--- src/rtl/yas_router_pkg.sv ---
// Shared router definitions: data width, channel count, FIFO depth.
// Pointer type is reused by the channel output logic.
package yas_router_pkg;

    localparam int DATA_WIDTH  = 8;
    localparam int NUM_CH      = 3;
    localparam int FIFO_ADDR_W = 5;
    localparam int PTR_W       = FIFO_ADDR_W + 1;

    typedef logic [PTR_W-1:0] ptr_t;

endpackage

--- src/rtl/pkt_fifo_mem.sv ---
// Packet FIFO storage: DEPTH x DATA_WIDTH register array.
// Ports: clk; we/waddr/wdata write port; raddr/rdata async read port.
module pkt_fifo_mem
    import yas_router_pkg::*;
#(
    parameter int DW = yas_router_pkg::DATA_WIDTH,
    parameter int AW = yas_router_pkg::FIFO_ADDR_W
) (
    input  logic          clk,
    input  logic          we,
    input  logic [AW-1:0] waddr,
    input  logic [DW-1:0] wdata,
    input  logic [AW-1:0] raddr,
    output logic [DW-1:0] rdata
);

    localparam int DEPTH = 1 << AW;

    logic [DW-1:0] mem [DEPTH];

    // Storage is deliberately not reset.
    always_ff @(posedge clk) begin
        if (we) begin
            mem[waddr] <= wdata;
        end
    end

    assign rdata = mem[raddr];

endmodule

--- src/rtl/pkt_fifo.sv ---
// Per-channel packet FIFO with speculative write, commit and flush.
// Ports: clk, rst_n; push/flush/wr_ptr_upd/data_in/full write side;
// rd_pop/rd_valid/rd_data/level read side; ovf_err sticky overflow.
module pkt_fifo #(
    parameter int DATA_WIDTH = yas_router_pkg::DATA_WIDTH,
    parameter int ADDR_W     = yas_router_pkg::FIFO_ADDR_W
) (
    input  logic                  clk,
    input  logic                  rst_n,
    input  logic                  push,
    input  logic                  flush,
    input  logic                  wr_ptr_upd,
    input  logic [DATA_WIDTH-1:0] data_in,
    output logic                  full,
    input  logic                  rd_pop,
    output logic                  rd_valid,
    output logic [DATA_WIDTH-1:0] rd_data,
    output logic [ADDR_W:0]       level,
    output logic                  ovf_err
);

    import yas_router_pkg::*;

    localparam int PW = ADDR_W + 1;
    localparam logic [PW-1:0] FULL_CNT = {1'b1, {ADDR_W{1'b0}}};

    logic [PW-1:0]         wr_ptr;
    logic [PW-1:0]         cmt_ptr;
    logic [PW-1:0]         rd_ptr;
    logic [PW-1:0]         wr_next;
    logic [PW-1:0]         wr_used;
    logic                  push_ok;
    logic                  pop_ok;
    logic [DATA_WIDTH-1:0] mem_rdata;

    // Occupancy counts speculative bytes too, so full uses wr_ptr.
    assign wr_used  = wr_ptr - rd_ptr;
    assign full     = (wr_used == FULL_CNT);
    assign rd_valid = (cmt_ptr != rd_ptr);
    assign level    = cmt_ptr - rd_ptr;
    assign rd_data  = rd_valid ? mem_rdata : '0;

    assign push_ok  = push && !full && !flush;
    assign pop_ok   = rd_pop && rd_valid;
    // A commit includes a byte pushed on the same edge.
    assign wr_next  = wr_ptr + PW'(push_ok);

    always_ff @(posedge clk or negedge rst_n) begin
        if (!rst_n) begin
            wr_ptr  <= '0;
            cmt_ptr <= '0;
            rd_ptr  <= '0;
            ovf_err <= 1'b0;
        end else begin
            if (flush) begin
                wr_ptr <= cmt_ptr;
            end else begin
                wr_ptr <= wr_next;
            end
            if (wr_ptr_upd && !flush) begin
                cmt_ptr <= wr_next;
            end
            if (pop_ok) begin
                rd_ptr <= rd_ptr + PW'(1);
            end
            if (push && full) begin
                ovf_err <= 1'b1;
            end
        end
    end

    pkt_fifo_mem #(
        .DW (DATA_WIDTH),
        .AW (ADDR_W)
    ) u_mem (
        .clk   (clk),
        .we    (push_ok),
        .waddr (wr_ptr[ADDR_W-1:0]),
        .wdata (data_in),
        .raddr (rd_ptr[ADDR_W-1:0]),
        .rdata (mem_rdata)
    );

endmodule
--- config.mk ---
export PLATFORM = sky130hd
export DESIGN_NAME = pkt_fifo
export DESIGN_NICKNAME = d
export VERILOG_FILES = /design/src/rtl/yas_router_pkg.sv /design/src/rtl/pkt_fifo_mem.sv /design/src/rtl/pkt_fifo.sv
export SDC_FILE = /design/constraint.sdc
export NUM_CORES = 1
export LEC_CHECK = 0
export CORE_MARGIN = 2
export CORE_UTILIZATION = 36
export DETAILED_ROUTE_END_ITERATION = 7
export DONT_BUFFER_PORTS = 1
export SLEW_MARGIN = 20
export SYNTH_ARGS = -nofsm -noshare
export SYNTH_HDL_FRONTEND = slang
export SYNTH_HIERARCHICAL = 1
export SYNTH_SLANG_ARGS = --single-unit
--- constraint.sdc ---
create_clock -name clk -period 4.55 [get_ports clk]
set_clock_uncertainty 0.2 [all_clocks]
set_input_delay 0.455 -clock clk [delete_from_list [all_inputs] [get_ports clk]]
set_output_delay 0.455 -clock clk [all_outputs]
set_load 0.02 [all_outputs]
==> results by stage, run 1 <==
Layout:
- Summing all flip-flop and latch instances after layout gives a little over 8000 um2.
- The proportion of layout cells with a drive suffix above 1 is 32.3%.
- After the last flow step, the layout net total stands at about 630.
- The final-layout fill cell count is approximately 2600.
- The area of the multi-input gates is a little under 3000 um2.
- Measured on the finished design, the core utilization comes to 42.7%.
- The repair_antennas step left the layout with diodes totalling 0.
- The layout-stage area growth over the synthesis result is 16.7%.
- The top cell types in the final layout, fill and taps aside, are 256 x sky130_fd_sc_hd__edfxtp_1, 80 x sky130_fd_sc_hd__mux4_2, 39 x sky130_fd_sc_hd__nor2_1.
- Summing all non-filler instances in the final layout gives an area of between 10000 and 15000 um2.
- The leading cell type in the layout, fill and taps excluded is sky130_fd_sc_hd__edfxtp_1.

Die:
- In this run the horizontal extent of the chip is 181 um.
- The starting utilization of the core area is a little over a third.
- During I/O placement, the number of pins put on the boundary was 31.
- The die covers about 33000 um2.
- Measured along the y axis, the die boundary spans ~180 um.
- The initialized floorplan defines 64 standard-cell rows.
- The floorplan step defined a core boundary enclosing around 31000 um2.

Placement:
- The congestion estimate from routability-driven global placement came to 0.784.
- Buffers placed on the I/O ports in this run total 0.
- Detailed placement finished with a half-perimeter wire length of 15.1 mm.
- After detailed placement, the total cell area comes to ~12000 um2.

Clock tree:
- Counting every sink on the clock net gives 275.
- The root buffer selected by CTS is sky130_fd_sc_hd__clkbuf_16.
- The insertion delay of the later-clocked pin in the worst-skew pair is about 0.53 ns.
- No sink is reached through more buffers than the 3 on the longest clock path.
- The clock-pin slew reported for the worst setup and hold paths after clock tree synthesis is 0.07 ns.
- CTS built an H-tree with a depth of 1.
- TritonCTS built the clock tree.
- The number of buffers created by CTS is 28.

Global route:
- The global-route wire length before repair is about 36 mm.
- The total overflow reported by the global router is 0.
- Entering global routing, the biggest net connects 67 pins.
- The initial antenna violation count is 0.
- The overall routing resource usage is 14.9%.
- The number of global-route vias before repair is ~5600.

Timing:
- Hold timing on the final database bottoms out at a slack of 0.0168 ns.
- The final critical path takes up between 80% and 90% of the cycle.
- For the pin with the worst max-slew slack, the measured transition is around 1 ns.
- The maximum clock rate is roughly 260 MHz.
- The worst slew margin relative to its limit is about 34%.
- The setup TNS is 0 ns.
- The number of hold violations in the final report is 0.
- The number of max-slew violations in the final report was 0.
- Setup repair after global routing left no endpoint under its margin.
- Setup violations remaining at the end of the flow were counted as 0.
- The worst path needs 3.84 ns of the cycle, external delays included.

Worst hold path:
- The worst hold-check path type is in -> reg.
- The path with the worst hold slack has its endpoint at u_mem/mem[6][6].
- The startpoint of the lowest-slack hold path is data_in[6].
- Along the worst hold path, the cell count comes to 1.

Power:
- The internal portion of the total power is approximately 5.4 mW.
- The clock power share is a little under 30%.
- Summed over all cells, the static leakage comes to between 4 and 5 nW.
- Power spread over the standard cell area amounts to slightly above 600 nW/um2.
- Of the total power, combinational logic draws between 30% and 40%.
- In this run switching power makes up approximately a third of total power.
- The share of power burned in registers is roughly 37%.
- The switching power summed over all nets is approximately 2.5 mW.
- The worst-case IR drop observed on VDD is between 400 and 500 uV.

Run status:
- The run finished with clean final reports.

Synthesis:
- The cell area that synthesis handed to floorplanning was ~11000 um2.
- The register bit total from synthesis is 275.
- The number of warnings reported in the yosys synthesis log is 6.
- In this run, distinct cell masters in the synthesized netlist total 38.
- The post-synthesis cell count is 540.
- The average cell area after synthesis is slightly above 20 um2.
- The sequential fraction of the synthesis area is 72.8%.
- The number of nets in the synthesized netlist is roughly 570.

Route:
- The number of iterations in the first detailed-routing pass is 5.
- The detailed router finished its first iteration with 643 violations.
- In the routed design, unresolved DRC markers number 0.
- The total via count after detailed routing is ~5400.
- The routed wire length is approximately 24 mm.
- The residual antenna-violating net count after detailed routing is 0.
- The via density per instance is about 5.3.
- After detailed routing, the average wire length per cell comes to 23.6 um.

Setup path:
- Data on the critical path arrives at its endpoint at around 3.2 ns.
- The critical path starts at rd_ptr[0].
- In this design, the stage delay of the slowest critical-path cell is 0.63 ns.
- The worst setup path is launched from a flip-flop.
- The cell family contributing the most delay on the critical path is multiplexers.
- In this run the worst path has a maximum fanout of between 60 and 70.
- STA classifies the critical path endpoint as an output port.
- STA puts the critical path data required time at just under 4 ns.
- The worst setup path is of the reg -> out kind.
- The logic depth of the worst register-to-register path is 9.
- The most used cell along the critical path is sky130_fd_sc_hd__mux4_2.
- Among all stages on the critical path, the largest delay is contributed by sky130_fd_sc_hd__mux4_2.
- The endpoint identified for the worst register-to-register timing path is u_mem/mem[16][2].
- The number of buffers and inverters on the critical path is 1.
- Setup slack on the worst reg-to-reg path comes out at 1.08 ns.
- The startpoint identified for the worst register-to-register timing path is rd_ptr[0].
- The critical path goes through buf_12 -> mux4_2 -> mux4_2 -> mux2_2 -> and2_1.

Job:
- The max capacitance violation total is 0.
==> flip-flops by register name, indices dropped and copies added, names as in the netlist <==
register / cells
cmt_ptr: 6
rd_ptr: 6
wr_ptr: 6
ovf_err: 1
u_mem/mem: 256
==> power groups by stage <==
stage	Clock, mW	Combinational, mW	Sequential (mW)
after global routing	2.48	2.85	2.99
final	2.33	2.64	2.98
after global placement	0	2.59	3.02
after CTS	2.37	2.69	2.98
after floorplan	0	2.00	3.01
after detailed placement	0	2.62	3.03
==> cell families (layout without fill, tap and decap cells) <==
| family | after synthesis | count (layout) | synth area share [%] |
|---|---|---|---|
| buf+inv | 34 | 119 | 1.45 |
| xor+xnor | 15 | 15 | 1.17 |
| fa+ha+maj | 14 | 14 | 1.63 |
| flops | 275 | 275 | 72.8 |
| compound gates | 15 | 15 | 0.948 |
| mux | 101 | 101 | 18.2 |
| simple gates | 86 | 86 | 3.88 |
==> cell usage after synthesis <==
master / instances / area share (%)
sky130_fd_sc_hd__o31ai_1: 2 / 0.13
sky130_fd_sc_hd__edfxtp_1: 256 / 69
sky130_fd_sc_hd__o21ai_0: 5 / 0.22
sky130_fd_sc_hd__mux4_2: 80 / 16
sky130_fd_sc_hd__o32ai_1: 1 / 0.078
sky130_fd_sc_hd__buf_4: 7 / 0.47
sky130_fd_sc_hd__nor3_2: 1 / 0.089
sky130_fd_sc_hd__buf_2: 1 / 0.045
sky130_fd_sc_hd__nand3_2: 1 / 0.089
sky130_fd_sc_hd__mux2_2: 21 / 2.1
sky130_fd_sc_hd__nor2_1: 39 / 1.3
sky130_fd_sc_hd__clkbuf_1: 6 / 0.20
sky130_fd_sc_hd__nand3_1: 8 / 0.36
sky130_fd_sc_hd__a21boi_0: 1 / 0.067
sky130_fd_sc_hd__ha_1: 13 / 1.4
sky130_fd_sc_hd__nand2b_1: 2 / 0.11
sky130_fd_sc_hd__dfrtp_1: 19 / 4.2
sky130_fd_sc_hd__nor4_1: 1 / 0.056
sky130_fd_sc_hd__nand2_1: 8 / 0.27
sky130_fd_sc_hd__buf_1: 6 / 0.20
sky130_fd_sc_hd__fa_1: 1 / 0.18
sky130_fd_sc_hd__xor2_1: 6 / 0.47
sky130_fd_sc_hd__and2_1: 9 / 0.50
sky130_fd_sc_hd__a311o_1: 1 / 0.089
sky130_fd_sc_hd__and3_1: 1 / 0.056
sky130_fd_sc_hd__xnor2_1: 9 / 0.70
sky130_fd_sc_hd__buf_6: 1 / 0.10
sky130_fd_sc_hd__o311a_1: 1 / 0.089
sky130_fd_sc_hd__nand2_2: 1 / 0.056
sky130_fd_sc_hd__or3_1: 3 / 0.17
sky130_fd_sc_hd__a21oi_1: 3 / 0.13
sky130_fd_sc_hd__nor3_1: 2 / 0.089
sky130_fd_sc_hd__a311oi_2: 1 / 0.13
sky130_fd_sc_hd__nor4_2: 1 / 0.11
sky130_fd_sc_hd__inv_1: 13 / 0.43
sky130_fd_sc_hd__nand3b_1: 5 / 0.33
sky130_fd_sc_hd__nor2b_1: 1 / 0.056
sky130_fd_sc_hd__or3b_2: 3 / 0.23
==> through the flow <==
step,worst slack [ns],power [mW],cells
6_report,0.706,7.95,1021
5_1_grt,0.562,8.33,1021
4_1_cts,0.639,8.04,1021
3_5_place_dp,1.12,5.65,953
3_3_place_gp,1.21,5.61,953
2_1_floorplan,1.29,5.01,540
==> layer usage <==
layer | up-vias | track usage [%] | part of all wire, %
met5 | - | 0 | 0
met4 | 0 | 2.81 | 1.4
met3 | 28 | 3.38 | 6.9
met2 | 184 | 22.9 | 46
met1 | 2855 | 21.9 | 45
li1 | 2338 | - | -
==> worst max-delay path by stage <==
stage                     slack, ns  depth (start not counted)          endpoint
after floorplan                1.29                          9   u_mem/mem[0][0]
after global routing           0.56                          5        rd_data[2]
final                          0.71                          5        rd_data[2]
after CTS                      0.64                          5        rd_data[4]
after global placement         1.21                          5        rd_data[3]
after detailed placement       1.12                          9  u_mem/mem[16][2]
==> repair_timing <==
| action | in CTS | in global routing |
|---|---|---|
| resized for setup | 0 | 0 |
| hold endpoints to repair | 282 | 0 |
| hold buffers | 16 | 0 |
| setup endpoints to repair | 0 | 0 |
| buffers inserted | 0 | 0 |
==> final cells by class <==
| class | instances | area share (%) |
|---|---|---|
| clock buffer | 29 | 5.38 |
| timing repair buffer | 54 | 4.11 |
| clock inverter | 23 | 1.87 |
| multi-input combinational | 231 | 22.1 |
| sequential | 275 | 62.4 |
| inverter | 13 | 0.373 |
| tap | 396 | 3.78 |
(Power assumes the default switching activity.)
==> inputs of run 2 (changes only) <==
==> constraint.sdc (replaced) <==
create_clock -name clk -period 3.86 [get_ports clk]
set_clock_uncertainty 0.2 [all_clocks]
set_input_delay 0.386 -clock clk [delete_from_list [all_inputs] [get_ports clk]]
set_output_delay 0.386 -clock clk [all_outputs]
set_load 0.02 [all_outputs]
==> results by stage, run 2 (synthesis results as in run 1) <==
Route:
- The per-cell routed wire length is 23.4 um (was 23.6 um).
- The total via count after detailed routing is 5407 (was 5405).
- The number of iterations in the first detailed-routing pass was 5 (unchanged).
- The routed wire length is 23.9 mm (was 24.1 mm).
- The residual antenna-violating net count after detailed routing is 0 (unchanged).
- The remaining design rule violation count was 0 (unchanged).
- The via density per instance is 5.30 (was 5.29).
- The DRC violation total after the first TritonRoute iteration is 437 (was 643).

Global route:
- The initial antenna violation count is 0 (unchanged).
- The total overflow reported by the global router was 0 (unchanged).
- The overall routing resource usage is 14.8% (was 14.9%).
- The number of global-route vias before repair is 5642 (was 5615).
- The maximum number of pins on one net before global-route repair is 69 (was 67).
- The global-route wire length before repair is 36.1 mm (was 36.5 mm).

Placement:
- The placed instance area is 11900 um2 (about the same).
- The placed wire-length estimate after detailed placement is 15.0 mm (was 15.1 mm).
- The count of port buffers added during placement is 0 (unchanged).
- The minimum setup slack after placement was 0.243 ns (was 1.12 ns).
- The weighted congestion reported at the end of routability-driven placement is 0.787 (was 0.784).

Die:
- The core region area is 30700 um2 (unchanged).
- The die area was 32600 um2 (unchanged).
- The number of primary I/O pins is 31 (unchanged).
- The starting utilization of the core area is 36.6% (unchanged).
- The number of placement rows is 64 (unchanged).
- The vertical extent of the die is 181 um (unchanged).
- The horizontal die dimension is 181 um (unchanged).

Timing:
- The number of max-slew violations in the final report is 0 (unchanged).
- The number of hold violations in the final report came to 0 (unchanged).
- The worst slew margin relative to its limit is 39.6% (was 33.6%).
- The worst path needs 3.67 ns of the cycle, external delays included.
- The maximum clock rate is ~270 MHz.
- The final cycle utilization of the critical path is a little over nine tenths.
- RSZ-0062 raised after global routing: yes (was no).
- The setup slack of the critical path after layout is 0.187 ns (was 0.706 ns).
- The final count of negative-setup-slack endpoints was 0 (unchanged).
- The actual transition at the worst max-transition pin was 0.902 ns (was 0.995 ns).

Clock tree:
- The number of levels in the clock H-tree came to 1 (unchanged).
- The number of sinks handled by clock tree synthesis came to 275 (unchanged).
- The buffer depth of the longest clock path is 3 (unchanged).
- The clock-pin slew reported for the worst setup and hold paths after clock tree synthesis came to 0.06 ns (was 0.07 ns).
- The root buffer selected by CTS is sky130_fd_sc_hd__clkbuf_16 (unchanged).
- The TritonCTS clock tree is done (unchanged).
- The insertion delay of the later-clocked pin in the worst-skew pair is 0.54 ns (was 0.53 ns).
- The number of setup buffers added after CTS was 0 (unchanged).
- The number of buffers created by CTS is 28 (unchanged).

Job:
- The max capacitance violation total was 0 (unchanged).

Run status:
- Result of the run: complete, no violations (unchanged).

Layout:
- The flip-flop count of the largest register after layout was 256 (unchanged).
- The leading cell type in the layout, fill and taps excluded was sky130_fd_sc_hd__edfxtp_1 (unchanged).
- The proportion of layout cells with a drive suffix above 1 is 31.0% (was 32.3%).
- Most used cells in the layout excluding fill and tap cells: 256 x sky130_fd_sc_hd__edfxtp_1, 80 x sky130_fd_sc_hd__mux4_2, 38 x sky130_fd_sc_hd__nor2_1 (was 256 x sky130_fd_sc_hd__edfxtp_1, 80 x sky130_fd_sc_hd__mux4_2, 39 x sky130_fd_sc_hd__nor2_1).
- The flip-flop and latch area was 8170 um2 (unchanged).
- The design area was 13100 um2 (about the same).
- The area of the multi-input gates is 2900 um2 (was 2890 um2).
- The number of diodes added for antenna fixing came to 0 (unchanged).
- The layout-stage area growth over the synthesis result is 16.9% (was 16.7%).
- The largest register by flop count is u_mem/mem (unchanged).
- The post-layout net count is 633 (was 631).
- The final-layout fill cell count came to 2615 (was 2633).

Power:
- The power density relative to cell area is 716 nW/um2 (was 607 nW/um2).
- The worst IR drop on VDD is 736 uV (was 478 uV).
- The leakage component of the power came to 4.32 nW (about the same).

Setup path:
- Cell breakdown of the critical path: inv_1 -> ha_1 -> o21ai_0 -> a21oi_1 -> o32ai_1 -> a311oi_2 -> o311a_1 -> or3b_2 -> nor2_1 (was buf_12 -> mux4_2 -> mux4_2 -> mux2_2 -> and2_1).
- The delay of the slowest critical-path stage is 0.61 ns (was 0.63 ns).
- The top fanout value on the critical path is 8 (was 61).
- The endpoint class of the critical path is a flip-flop (was output port).
- The critical path class is reg -> reg (was reg -> out).
- The library cell contributing the largest single delay on the critical path was sky130_fd_sc_hd__or3b_2 (was sky130_fd_sc_hd__mux4_2).
- The nature of the critical path startpoint is a flip-flop (unchanged).
- The arrival time of data at the critical path endpoint is 3.64 ns (was 3.19 ns).
- The minimum setup slack among reg-to-reg paths is 0.19 ns (was 1.08 ns).
- The required time of the critical path is 3.83 ns (was 3.89 ns).

Worst hold path:
- The worst hold-check path type is in -> reg (unchanged).
-- run 2: changes by cell type in the layout (fill, tap and decap cells not counted), sizes merged --
cell | previous run | this run
clkbuf | 29 | 37
clkinv | 14 | 9
dlygate4sd3 | 8 | 12
buf | 46 | 43
inv | 16 | 13
clkinvlp | 2 | 1
-- run 2: path summary, 6_finish.rpt --
check                          start              end  cells past startpoint
min in group asynchronous      rst_n        rd_ptr[5]                      1
max reg2reg                rd_ptr[3]  u_mem/mem[4][1]                      9
min reg2reg                rd_ptr[5]        rd_ptr[5]                      1
max in group asynchronous      rst_n        rd_ptr[0]                      1
min                            flush        wr_ptr[3]                      2
max                        rd_ptr[3]  u_mem/mem[4][1]                      9
-- run 2: per-stage QoR --
| stage | instances | setup TNS [ns] | utilization, % | hold WS [ns] | power, mW |
|---|---|---|---|---|---|
| after floorplan | 540 | 0 | - | -0.110 | 5.90 |
| after global placement | 950 | 0 | 38.7 | -0.109 | 6.63 |
| after detailed placement | 950 | 0 | 38.7 | -0.109 | 6.67 |
| after CTS | 1020 | 0 | 42.6 | 0.0443 | 9.44 |
| after global routing | 1021 | -0.782 | 42.8 | 0.0578 | 9.81 |
| final | 1021 | 0 | 42.8 | 0.0620 | 9.39 |
-- run 2: per-layer routing --
layer	up-vias	GRT usage, %	part of all wire (%)
met5	-	0	0
met4	0	3.10	1.2
met3	22	2.53	5.6
met2	143	24.4	50
met1	2909	20.8	43
li1	2333	-	-
-- run 2: area by class of cell --
type                       count  area share (%)
sequential                   275            62.3
multi-input combinational    231            22.1
tap                          396            3.78
clock inverter                14            1.27
clock buffer                  36            5.73
timing repair buffer          56            4.51
inverter                      13           0.372
-- run 2: worst max-delay path, delay by kind of cell (launching register included) --
family,cells,cell delay [ns]
AOI/OAI and AO/OA,5,1.09
adders and majority gates,1,0.34
buffers and inverters,1,0.13
DFF,1,0.35
and+or+nand+nor,2,1.19
-- run 2: where the power goes --
group	internal, mW	switching (mW)	total, mW
Clock	1.63	1.06	2.69
Sequential	3.40	0.0899	3.49
Combinational	1.44	1.77	3.21
-- run 2: timing repair --
action,in CTS,in global routing
hold endpoints to repair,284,0
endpoints found under the setup margin,0,30
hold buffers,20,0
gates resized for setup,0,3
==> inputs of run 3 (changes only) <==
==> constraint.sdc (replaced) <==
create_clock -name clk -period 3.9 [get_ports clk]
set_clock_uncertainty 0.2 [all_clocks]
set_input_delay 0.39 -clock clk [delete_from_list [all_inputs] [get_ports clk]]
set_output_delay 0.39 -clock clk [all_outputs]
set_load 0.02 [all_outputs]
==> results by stage, run 3 (synthesis results as in run 1) <==
Layout:
- The layout-stage area growth over the synthesis result is 17.0% (was 16.9%).
- The flip-flop count of the largest register after layout came to 256 (unchanged).
- The proportion of layout cells with a drive suffix above 1 was 31.4% (was 31.0%).
- Most used cells in the layout excluding fill and tap cells: 256 x sky130_fd_sc_hd__edfxtp_1, 80 x sky130_fd_sc_hd__mux4_2, 38 x sky130_fd_sc_hd__nor2_1 (unchanged).
- The post-layout net count was 623 (was 633).
- The largest register by flop count is u_mem/mem (unchanged).
- The leading cell type in the layout, fill and taps excluded is sky130_fd_sc_hd__edfxtp_1 (unchanged).
- The number of diodes added for antenna fixing is 0 (unchanged).

Setup path:
- The arrival time of data at the critical path endpoint is 3.20 ns (was 3.64 ns).
- The critical path class is reg -> out (was reg -> reg).
- The nature of the critical path startpoint was a flip-flop (unchanged).
- The endpoint class of the critical path is an output port (was flip-flop).
- The required time of the critical path is 3.31 ns (was 3.83 ns).
- The top fanout value on the critical path is 66 (was 8).
- The minimum setup slack among reg-to-reg paths is 0.13 ns (was 0.19 ns).

Route:
- The routed length on met2 is 11.3 mm (was 12.0 mm).
- The total via count after detailed routing is 5406 (was 5407).
- The routed wire length is 24.0 mm (was 23.9 mm).
- The detailed-routed wire length on met3 came to 1.67 mm (was 1.33 mm).
- The via density per instance is 5.34 (was 5.30).
- The DRC violation total after the first TritonRoute iteration was 514 (was 437).
- The per-cell routed wire length is 23.6 um (was 23.4 um).
- The number of iterations in the first detailed-routing pass is 5 (unchanged).
- The wire length on met1 was 10.5 mm (was 10.3 mm).
- The remaining design rule violation count came to 0 (unchanged).
- The residual antenna-violating net count after detailed routing was 0 (unchanged).
- The top routing layer in use is met4 (unchanged).

Worst hold path:
- The worst hold-check path type is in -> reg (unchanged).

Timing:
- The final count of negative-setup-slack endpoints is 0 (unchanged).
- RSZ-0062 raised after global routing: yes (unchanged).
- The setup slack of the critical path after layout is 0.110 ns (was 0.187 ns).
- Dividing the final minimum period by the clock period gives between 90 and 100%.
- The number of hold violations in the final report is 0 (unchanged).
- The smallest hold slack came to 0.0377 ns (was 0.0620 ns).
- The actual transition at the worst max-transition pin is 0.960 ns (was 0.902 ns).
- The worst slew margin relative to its limit is 36.0% (was 39.6%).
- The minimum clock period is ~3.8 ns.
- The maximum clock rate is ~260 MHz.
- The number of max-slew violations in the final report is 0 (unchanged).

Job:
- The max capacitance violation total is 0 (unchanged).

Clock tree:
- The buffer depth of the longest clock path was 3 (unchanged).
- The TritonCTS clock tree is done (unchanged).
- The number of buffers created by CTS is 28 (unchanged).
- The number of levels in the clock H-tree is 1 (unchanged).
- The clock-pin slew reported for the worst setup and hold paths after clock tree synthesis came to 0.06 ns (about the same).
- The insertion delay of the later-clocked pin in the worst-skew pair is 0.54 ns (about the same).
- The number of sinks handled by clock tree synthesis is 275 (unchanged).
- The root buffer selected by CTS is sky130_fd_sc_hd__clkbuf_16 (unchanged).

Global route:
- The total overflow reported by the global router was 0 (unchanged).
- The number of global-route vias before repair was 5620 (was 5642).
- The maximum number of pins on one net before global-route repair is 69 (unchanged).
- The initial antenna violation count is 0 (unchanged).
- The global-route wire length before repair came to 36.1 mm (about the same).
- The overall routing resource usage is 14.8% (about the same).

Die:
- The horizontal die dimension is 181 um (unchanged).
- The vertical extent of the die came to 181 um (unchanged).
- The number of placement rows is 64 (unchanged).
- The number of primary I/O pins came to 31 (unchanged).
- The starting utilization of the core area is 36.6% (unchanged).
- The die area came to 32600 um2 (unchanged).
- The core region area came to 30700 um2 (unchanged).

Placement:
- The weighted congestion reported at the end of routability-driven placement is 0.811 (was 0.787).
- The placed wire-length estimate after detailed placement was 15.0 mm (about the same).
- The minimum setup slack after placement is 0.160 ns (was 0.243 ns).
- The count of port buffers added during placement was 0 (unchanged).

Run status:
- Result of the run: complete, no violations (unchanged).

Power:
- The worst IR drop on VDD is 590 uV (was 736 uV).
- The total power consumption of the routed design came to 9.50 mW (was 9.39 mW).
- The power density relative to cell area is 723 nW/um2 (was 716 nW/um2).
- The leakage component of the power is 4.32 nW (about the same).
[run 3: cell types whose count changed in the layout (fill, tap and decap cells not counted), sizes merged]
cell,before,now
clkbuf,37,38
buf,43,34
inv,13,15
clkinvlp,1,0
clkinv,9,8
[run 3: worst max-delay path, cell delays in order, from the launching register on]
cell and delay (ns):
sky130_fd_sc_hd__dfrtp_2 0.36, sky130_fd_sc_hd__buf_4 0.73, sky130_fd_sc_hd__mux4_2 0.47, sky130_fd_sc_hd__mux4_2 0.53
sky130_fd_sc_hd__mux2_2 0.29, sky130_fd_sc_hd__and2_1 0.24
[run 3: through the flow]
step                      cell area (um2)  util, %  instances  TNS (ns)
final                               13100     42.8       1013         0
after global routing                13100     42.8       1013     -5.25
after CTS                           13100     42.8       1013         0
after detailed placement            11800     38.5        941         0
after global placement              11800     38.5        941         0
after floorplan                     11200        -        540         0
[run 3: path summary, 6_finish.rpt]
kind / from / endpoint / depth (start not counted)
setup / recovery: rd_ptr[2] / rd_data[4] / 5
max in group asynchronous: rst_n / rd_ptr[0] / 1
setup reg to reg: wr_ptr[2] / u_mem/mem[8][5] / 8
min in group asynchronous: rst_n / rd_ptr[1] / 1
hold reg to reg: rd_ptr[5] / rd_ptr[5] / 1
hold / removal: flush / wr_ptr[5] / 2
[run 3: area by class of cell]
type	instances	area, um2
clock inverter	14	178
fill	2615	17500
multi-input combinational	231	2900
clock buffer	38	855
sequential	275	8170
timing repair buffer	46	488
tap	396	495
inverter	13	48.8
[run 3: where the power goes]
group,switching [mW],leakage [nW],internal (mW)
combinational,1.75,1.27,1.38
clock,1.10,0.514,1.80
sequential,0.102,2.54,3.37
[run 3: layer usage]
metal,track usage (%),up-vias
met3,2.71,38
met2,23.2,211
met1,21.3,2836
met5,0,-
li1,-,2321
met4,4.00,0
[run 3: what timing repair did]
action | CTS | global route
buffers inserted | 0 | 0
resized for setup | 0 | 1
hold buffers | 20 | 0
setup endpoints to repair | 0 | 64
hold endpoints to repair | 284 | 0
